**src/rtl/cb_bus_arbiter.sv**
```systemverilog
// N-master core-bus arbiter: round-robin grant onto one slave port, in-flight master IDs in a FIFO for in-order response routing.
// Optional build macro CB_ARB_LOCK_EN adds m_lock_i so a master can keep the grant across an atomic sequence.
module cb_bus_arbiter #(
  parameter int NUM_MASTERS     = 2,
  parameter int ADDR_W          = 32,
  parameter int DATA_W          = 32,
  parameter int MAX_OUTSTANDING = 4
) (
  input  logic                            clk,
  input  logic                            rst,
  input  logic [NUM_MASTERS-1:0]          m_req_valid_i,
  output logic [NUM_MASTERS-1:0]          m_req_ready_o,
  input  logic [NUM_MASTERS*ADDR_W-1:0]   m_req_addr_i,
  input  logic [NUM_MASTERS-1:0]          m_req_we_i,
  input  logic [NUM_MASTERS*DATA_W-1:0]   m_req_wdata_i,
  input  logic [NUM_MASTERS*DATA_W/8-1:0] m_req_wstrb_i,
`ifdef CB_ARB_LOCK_EN
  input  logic [NUM_MASTERS-1:0]          m_lock_i,
`endif
  output logic [NUM_MASTERS-1:0]          m_resp_valid_o,
  output logic [DATA_W-1:0]               m_resp_rdata_o,
  output logic                            m_resp_error_o,
  output logic                            s_req_valid_o,
  input  logic                            s_req_ready_i,
  output logic [ADDR_W-1:0]               s_req_addr_o,
  output logic                            s_req_we_o,
  output logic [DATA_W-1:0]               s_req_wdata_o,
  output logic [DATA_W/8-1:0]             s_req_wstrb_o,
  input  logic                            s_resp_valid_i,
  input  logic [DATA_W-1:0]               s_resp_rdata_i,
  input  logic                            s_resp_error_i,
  output logic                            s_resp_ready_o,
  output logic                            spurious_resp_o
);

  localparam int STRB_W = DATA_W / 8;
  localparam int IDX_W  = (NUM_MASTERS > 1) ? $clog2(NUM_MASTERS) : 1;
  localparam int PTR_W  = (MAX_OUTSTANDING > 1) ? $clog2(MAX_OUTSTANDING) : 1;
  localparam int CNT_W  = $clog2(MAX_OUTSTANDING + 1);
  localparam int FIFO_D = 2 ** PTR_W;

  localparam logic [IDX_W-1:0] LAST_IDX = IDX_W'(NUM_MASTERS - 1);
  localparam logic [PTR_W-1:0] LAST_PTR = PTR_W'(MAX_OUTSTANDING - 1);
  localparam logic [CNT_W-1:0] FULL_CNT = CNT_W'(MAX_OUTSTANDING);

  function automatic logic [IDX_W-1:0] next_idx(input logic [IDX_W-1:0] idx);
    return (idx == LAST_IDX) ? '0 : idx + IDX_W'(1);
  endfunction

  function automatic logic [PTR_W-1:0] next_ptr(input logic [PTR_W-1:0] ptr);
    return (ptr == LAST_PTR) ? '0 : ptr + PTR_W'(1);
  endfunction

  function automatic logic [NUM_MASTERS-1:0] onehot(input logic [IDX_W-1:0] idx);
    logic [NUM_MASTERS-1:0] v;
    v      = '0;
    v[idx] = 1'b1;
    return v;
  endfunction

  // First requester at or after ptr, wrapping modulo NUM_MASTERS.
  function automatic logic [IDX_W-1:0] rr_search(input logic [NUM_MASTERS-1:0] vld,
                                                 input logic [IDX_W-1:0]       ptr);
    logic [IDX_W-1:0] pick;
    logic             found;
    int               j;
    pick  = ptr;
    found = 1'b0;
    for (int k = 0; k < NUM_MASTERS; k++) begin
      j = int'(ptr) + k;
      if (j >= NUM_MASTERS) j = j - NUM_MASTERS;
      if (!found && vld[j[IDX_W-1:0]]) begin
        pick  = j[IDX_W-1:0];
        found = 1'b1;
      end
    end
    return pick;
  endfunction

  // Control state (reset) and storage (not reset).
  logic [IDX_W-1:0] rr_ptr;
  logic             hold;
  logic [IDX_W-1:0] hold_idx;
  logic [PTR_W-1:0] wr_ptr;
  logic [PTR_W-1:0] rd_ptr;
  logic [CNT_W-1:0] count;
  logic             spur_q;
  logic [IDX_W-1:0] fifo_mem [FIFO_D];
`ifdef CB_ARB_LOCK_EN
  logic             lock_act;
  logic [IDX_W-1:0] lock_idx;
`endif

  logic [IDX_W-1:0] grant;
  logic             gnt_vld;
  logic             full;
  logic             fifo_empty;
  logic             accept;
  logic             pop;

  always_comb begin
    grant = rr_search(m_req_valid_i, rr_ptr);
`ifdef CB_ARB_LOCK_EN
    if (lock_act) grant = lock_idx;
`endif
    if (hold) grant = hold_idx;
  end

  assign gnt_vld    = m_req_valid_i[grant];
  assign full       = (count == FULL_CNT);
  assign fifo_empty = (count == '0);

  // Request path: combinational pass-through of the granted master.
  assign s_req_valid_o = !rst && gnt_vld && !full;
  assign accept        = s_req_valid_o && s_req_ready_i;
  assign m_req_ready_o = (s_req_valid_o && s_req_ready_i) ? onehot(grant) : '0;
  assign s_req_addr_o  = m_req_addr_i[int'(grant)*ADDR_W +: ADDR_W];
  assign s_req_we_o    = m_req_we_i[grant];
  assign s_req_wdata_o = m_req_wdata_i[int'(grant)*DATA_W +: DATA_W];
  assign s_req_wstrb_o = m_req_wstrb_i[int'(grant)*STRB_W +: STRB_W];

  // Response path: route to the oldest in-flight master.
  assign pop             = !rst && s_resp_valid_i && !fifo_empty;
  assign m_resp_valid_o  = pop ? onehot(fifo_mem[rd_ptr]) : '0;
  assign m_resp_rdata_o  = rst ? '0 : s_resp_rdata_i;
  assign m_resp_error_o  = !rst && s_resp_error_i;
  assign s_resp_ready_o  = !rst && !fifo_empty;
  assign spurious_resp_o = !rst && spur_q;

  always_ff @(posedge clk) begin
    if (rst) begin
      rr_ptr   <= '0;
      hold     <= 1'b0;
      wr_ptr   <= '0;
      rd_ptr   <= '0;
      count    <= '0;
      spur_q   <= 1'b0;
`ifdef CB_ARB_LOCK_EN
      lock_act <= 1'b0;
`endif
    end else begin
      if (accept) begin
        hold   <= 1'b0;
        wr_ptr <= next_ptr(wr_ptr);
`ifdef CB_ARB_LOCK_EN
        lock_act <= m_lock_i[grant];
        if (!m_lock_i[grant]) rr_ptr <= next_idx(grant);
`else
        rr_ptr <= next_idx(grant);
`endif
      end else if (s_req_valid_o) begin
        hold <= 1'b1;
      end
      if (pop) rd_ptr <= next_ptr(rd_ptr);
      if (accept && !pop)      count <= count + CNT_W'(1);
      else if (!accept && pop) count <= count - CNT_W'(1);
      if (s_resp_valid_i && fifo_empty) spur_q <= 1'b1;
    end
  end

  always_ff @(posedge clk) begin
    if (accept) fifo_mem[wr_ptr] <= grant;
    if (s_req_valid_o && !s_req_ready_i) hold_idx <= grant;
`ifdef CB_ARB_LOCK_EN
    if (accept) lock_idx <= grant;
`endif
  end

endmodule

```
**config.mk**
```make
export PLATFORM = sky130hd
export DESIGN_NAME = cb_bus_arbiter
export DESIGN_NICKNAME = d
export VERILOG_FILES = /design/src/rtl/cb_bus_arbiter.sv
export SDC_FILE = /design/constraint.sdc
export NUM_CORES = 1
export LEC_CHECK = 0
export CORE_AREA = 2 2 112 114
export CTS_BUF_LIST = sky130_fd_sc_hd__clkbuf_2
export DETAILED_ROUTE_END_ITERATION = 12
export DIE_AREA = 0 0 114 116
export HOLD_SLACK_MARGIN = 0.08
export RECOVER_POWER = 25
export SLEW_MARGIN = 15
export SYNTH_ARGS = -nofsm -noshare
export SYNTH_HDL_FRONTEND = slang
export SYNTH_SLANG_ARGS = --single-unit
export TNS_END_PERCENT = 5
```
**constraint.sdc**
```tcl
create_clock -name clk -period 3.45 [get_ports clk]
set_input_delay 0.69 -clock clk [delete_from_list [all_inputs] [get_ports clk]]
set_output_delay 0.69 -clock clk [all_outputs]
set_load 0.005 [all_outputs]
```
==> results of run 1 <==
-- what timing repair did --
| item | CTS | global route |
|---|---|---|
| cloned | 0 | 2 |
| setup buffers | 0 | 1 |
| resized for setup | 1 | 7 |
| endpoints found under the setup margin | 2 | 67 |
| pin swaps | 0 | 1 |
-- logic make-up (layout without fill, tap and decap cells) --
kind of cell | count (synthesis) | in the layout | share of synthesized area [%]
and+or+nand+nor | 67 | 68 | 20.5
adders and majority gates | 7 | 7 | 5.05
AOI/OAI and AO/OA | 9 | 9 | 4.39
DFF | 17 | 17 | 20.7
xor gates and xnor gates | 2 | 2 | 0.931
muxes | 73 | 73 | 44.1
buffers and inverters | 19 | 307 | 4.32
-- power breakdown --
part	internal, mW	switching [mW]
sequential	0.244	0.0298
combinational	0.691	0.338
clock	0.0262	0.0619
total	0.961	0.429
-- cell usage after synthesis (2+ instances only) --
cell,n
mux2i_1,3
xor2_1,2
inv_1,6
and3_1,4
nor2b_1,37
a21oi_1,3
o31ai_1,3
mux2_2,69
clkbuf_1,4
dfxtp_1,12
edfxtp_1,5
nor2_1,9
ha_1,6
nand2_1,4
nand3_1,5
nor3_1,3
buf_2,8
-- per-stage QoR --
stage | hold WS [ps] | cell area (um2) | utilization, % | TNS (ps)
after CTS | 492 | 5010 | 42.1 | -66.6
after floorplan | 429 | 1880 | - | 0
final | 498 | 5060 | 42.5 | 0
after global routing | 533 | 5060 | 42.5 | 0
after detailed placement | 458 | 4990 | 41.9 | -120
after global placement | 448 | 4990 | 41.9 | -129
-- layout make-up --
class | count | area share, %
Timing Repair Buffer | 297 | 59.3
Clock inverter | 1 | 0.0990
Inverter | 6 | 0.445
Tap cell | 147 | 3.64
Sequential cell | 17 | 7.72
Clock buffer | 3 | 0.297
Multi-Input combinational cell | 159 | 28.5
-- worst paths after layout --
check                              start                end
worst min-delay path              spur_q             spur_q
worst min register to register    spur_q             spur_q
worst max-delay path                 rst  m_resp_valid_o[0]
worst max register to register  hold_idx           count[2]
-- worst max-delay path, cell delays in order --
cell             delay (ps)
clkdlybuf4s50_1         550
or3b_2                  600
nor2_1                  140
clkdlybuf4s50_1         560
-- layer usage --
metal	routed length [um]	vias to the layer above	GRT usage, %
li1	-	1261	-
met1	4790	1153	19.2
met2	5330	151	25.2
met3	1030	10	4.13
met4	143	0	2.85
met5	0	-	0
==> out/results.ini, run 1 <==
[global_routing]
grt_pass1_wl_mm = 14.8
grt_pass1_vias = 2587
grt.total_usage_pct = 14.9
grt_max_degree = 32
grt_overflow = 0
antenna_found_initial = 0

[power_and_ir_drop]
leakage_nw = 1.94
power_mw = 1.39
peakVddDrop_v = 0.000104
power-per-cell-area_mw_per_mm2 = 275

[setup_path]
ff2ff_path_depth = 10
critPathMaxFanout = 6
cp.required_ps = 2760
critPathKind = in -> out
reg2reg_setup_slack_ps = 820
crit_arrival_ps = 2540
end_kind = primary output
critPathLaunchType = primary input

[sta]
finalMaxSlewViolations = 0
setup_slack_ps = 217
hold_violations = 0
rsz0062_at_grt = false
fin_crit_sh_pct = 93.7
fmax_mhz = 309
setup_viol = 0
period_minus_slack_ps = 3230
skew_ps = 8.56
worst_slew_margin_rel_pct = 68.6
worstMarginPinSlew_ps = 470

[synthesis]
synth_flop_cell = dfxtp_1
ys_seq_area_share_pct = 20.7
yosys_warnings = 0
ys_types = 28
synth_top_area_share_pct = 41.3
synthCells = 194
synth_edf_count = 5
synthesis.area_mm2 = 0.00188
synthesis.nets = 378
async_flop_share_pct = 0
synth_area_per_cell_um2 = 9.70
synth_top_cell_by_area = mux2_2
synth_area_leaders = mux2_2 (41%), dfxtp_1 (13%), nor2b_1 (12%), edfxtp_1 (8.0%), ha_1 (4.0%)
synth_seq_cells = 17

[finish]
regArea_um2 = 390
nets = 668
finalNonFillerCells = 630
fillCellCount = 1177
drive_above_1_share_pct = 18.8
multi_input_area_mm2 = 0.00144
final_cell_mix = clkdlybuf4s50_1 (272), mux2_2 (69), nor2b_1 (37)
final_common_cell = clkdlybuf4s50_1
insertedDiodeCount = 0
area_delta_synth_final_pct = 169

[drt]
drt-total-wl_mm = 11.3
drt_iter0_drc = 51
vias_per_cell = 4.09
wl_per_cell_um = 17.9
vias = 2575
drc = 0
first_pass_iters = 4
postRouteAntennaNets = 0

[die]
core_area_mm2 = 0.0119
num_rows = 40
die_x_um = 114
floorplan.initialDensity_pct = 15.8
io_pins = 286
dieArea_mm2 = 0.0132
die_h_um = 116

[clock_network]
htree_levels = 1
numCtsBuffers = 3
cts-root-buf = clkbuf_2
cts_tree = yes
cts-hold-fix-buffers = 0
clk_pin_slew_ps = 170
clock_latency_ps = 290
cts_buffer_depth = 2
cts_sinks = 17

[placement]
gp_congestion = 0.749
dpl.cell_count = 623
pre_cts_ws_ps = -60.2
dp_hpwl_mm = 9.74
io_buffers = 285

[worst_hold_path]
min_path_cells = 2
hp-class = reg -> reg

[run]
drv_cap = 0

[run_status]
status = completed

Power figures use the tool's default switching activity.
==> inputs of run 2 (changes only) <==
--- a/config.mk
+++ b/config.mk
@@ -11,7 +11,9 @@
 export DIE_AREA = 0 0 114 116
 export HOLD_SLACK_MARGIN = 0.08
 export RECOVER_POWER = 25
-export SLEW_MARGIN = 15
+export REMOVE_ABC_BUFFERS = 1
+export SKIP_LAST_GASP = 1
+export SLEW_MARGIN = 0
 export SYNTH_ARGS = -nofsm -noshare
 export SYNTH_HDL_FRONTEND = slang
 export SYNTH_SLANG_ARGS = --single-unit
==> run 2 against run 1 <==
Compared with the run above: clock-buffer cell count unchanged; non-clock buffer count is 6 higher; final area shrank 0.37%; sequential share of layout area about the same; worst hold slack lost 8.7 ps; power shrank 0.46%; sequential power barely moved; via count shrank 1.0%; utilization fell by 0.16 points; first-iteration DRC count decreased by 25%; routed wire length decreased by 5.0%; critical path type unchanged; critical endpoint is now m_resp_valid_o[1]; highest routed layer unchanged.
==> out/results.ini, run 2 (synthesis results as in run 1) <==
[setup_path]
reg2reg_setup_slack_ps = 870
ff2ff_path_depth = 10
cpPeakStageDelay_ps = 630
critPathMaxFanout = 6
critical_path.top_delay_family = buffers and inverters
crit_path_cell_trace = dlygate4sd3_1, or3b_2, nor2b_1, clkdlybuf4s50_1
worstPathBufferInverterCount = 2
slowest_stage = dlygate4sd3_1
critPathLaunchType = primary input
critPathKind = in -> out
r2r_end = count[2]
rr_startpoint = hold_idx
cp.required_ps = 2760
crit_arrival_ps = 2530
end_kind = primary output

[die]
die_x_um = 114
io_pins = 286
num_rows = 40
core_area_mm2 = 0.0119
die_h_um = 116
dieArea_mm2 = 0.0132
floorplan.initialDensity_pct = 15.8

[drt]
vias = 2549
first_pass_iters = 4
vias_per_cell = 4.01
drt_iter0_drc = 38
drt-total-wl_mm = 10.7
drc = 0
postRouteAntennaNets = 0
wl_per_cell_um = 16.9

[global_routing]
grt.total_usage_pct = 14.7
grt_pass1_vias = 2660
antenna_found_initial = 0
grt_max_degree = 36
grt_pass1_wl_mm = 15.0
grt_overflow = 0

[power_and_ir_drop]
pwr-share-seq_pct = 19.9
power-per-cell-area_mw_per_mm2 = 275
comb_power_share_pct = 73.3
swShare_pct = 31.0
leakage_nw = 1.94
internal-power_uw = 955
clockPowerShare_pct = 6.8
p_switching_uw = 429
peakVddDrop_v = 0.000108

[finish]
insertedDiodeCount = 0
multi_input_area_mm2 = 0.00141
area_delta_synth_final_pct = 168
final_common_cell = clkdlybuf4s50_1
nets = 673
drive_above_1_share_pct = 19.1
final_cell_mix = clkdlybuf4s50_1 (272), mux2_2 (69), nor2b_1 (37)
regArea_um2 = 390
final_util_pct = 42.3
fillCellCount = 1195

[sta]
setup_slack_ps = 233
setup_tns_ps = 0
fin_crit_sh_pct = 93.2
skew_ps = 6.37
worst_slew_margin_rel_pct = 70.8
hold_slack_ps = 489
hold_violations = 0
worstMarginPinSlew_ps = 437
setup_viol = 0
finalMaxSlewViolations = 0
fmax_mhz = 311
rsz0062_at_grt = false
period_minus_slack_ps = 3220

[placement]
dp_hpwl_mm = 9.57
io_buffers = 285
gp_congestion = 0.811
pre_cts_ws_ps = -17.6

[clock_network]
cts_buffer_depth = 2
clk_pin_slew_ps = 180
cts_sinks = 17
htree_levels = 1
cts-hold-fix-buffers = 0
cts_tree = yes
clock_latency_ps = 310
numCtsBuffers = 3
cts-root-buf = clkbuf_2

[worst_hold_path]
hp-class = reg -> reg
holdPathEnd = spur_q
min_from = spur_q
min_path_cells = 2

[run_status]
status = completed

[run]
drv_cap = 0

run 2: cell count changes in the layout (fill, tap and decap cells not counted):
cell,change
clkbuf_16,-1
nand2b_4,-1
nand2b_1,+1
clkinv_2,-1
nand2_2,-1
buf_12,-2
dlygate4sd3_1,+2
o211ai_1,+1
clkinvlp_4,+1
buf_4,+8
o211ai_4,-1
dlygate4sd2_1,-1
run 2: timing repair:
action	in CTS	in global routing
setup buffers	0	6
resized for setup	1	6
pin swaps	0	2
setup endpoints to repair	8	64
run 2: how the worst max path moves through the flow:
stage,cells after the start,slack [ps],start,endpoint
2_1_floorplan,4,-180,m_req_valid_i[1],s_req_addr_o[0]
3_3_place_gp,7,3,m_req_valid_i[1],s_req_addr_o[1]
4_1_cts,7,-8,m_req_valid_i[1],s_req_addr_o[1]
5_1_grt,4,150,rst,m_resp_valid_o[1]
6_report,4,230,rst,m_resp_valid_o[1]
3_5_place_dp,7,-20,m_req_valid_i[1],s_req_addr_o[21]
run 2: layer usage:
metal	global-route usage (%)	part of all wire, %
met5	0	0
met4	1.22	0.056
met3	5.65	9.5
met2	29.5	57
met1	14.9	34
run 2: final cells by class:
class / instances / area share [%]
Clock buffer: 3 / 0.298
Clock inverter: 1 / 0.149
Inverter: 6 / 0.447
Multi-Input combinational cell: 158 / 28.0
Sequential cell: 17 / 7.75
Tap cell: 147 / 3.65
Timing Repair Buffer: 303 / 59.7
run 2: power groups by stage:
stage / sequential (mW) / clock (mW) / combinational [mW]
3_5_place_dp: 0.281 / 0 / 1.00
5_1_grt: 0.282 / 0.112 / 1.09
2_1_floorplan: 0.273 / 0 / 0.384
6_report: 0.275 / 0.0948 / 1.01
4_1_cts: 0.276 / 0.101 / 1.01
3_3_place_gp: 0.278 / 0 / 0.989
run 2: per-stage QoR:
step / instances / cell area (um2) / total power [mW]
after global placement: 625 / 4970 / 1.27
final: 635 / 5040 / 1.38
after global routing: 635 / 5040 / 1.48
after floorplan: 181 / 1820 / 0.657
after detailed placement: 625 / 4970 / 1.28
after CTS: 629 / 5000 / 1.39
run 2: worst min-delay path, stage by stage, from the launching register on:
cell	delay [ps]
dfxtp_1	360
a21oi_1	40
nor2_1	70
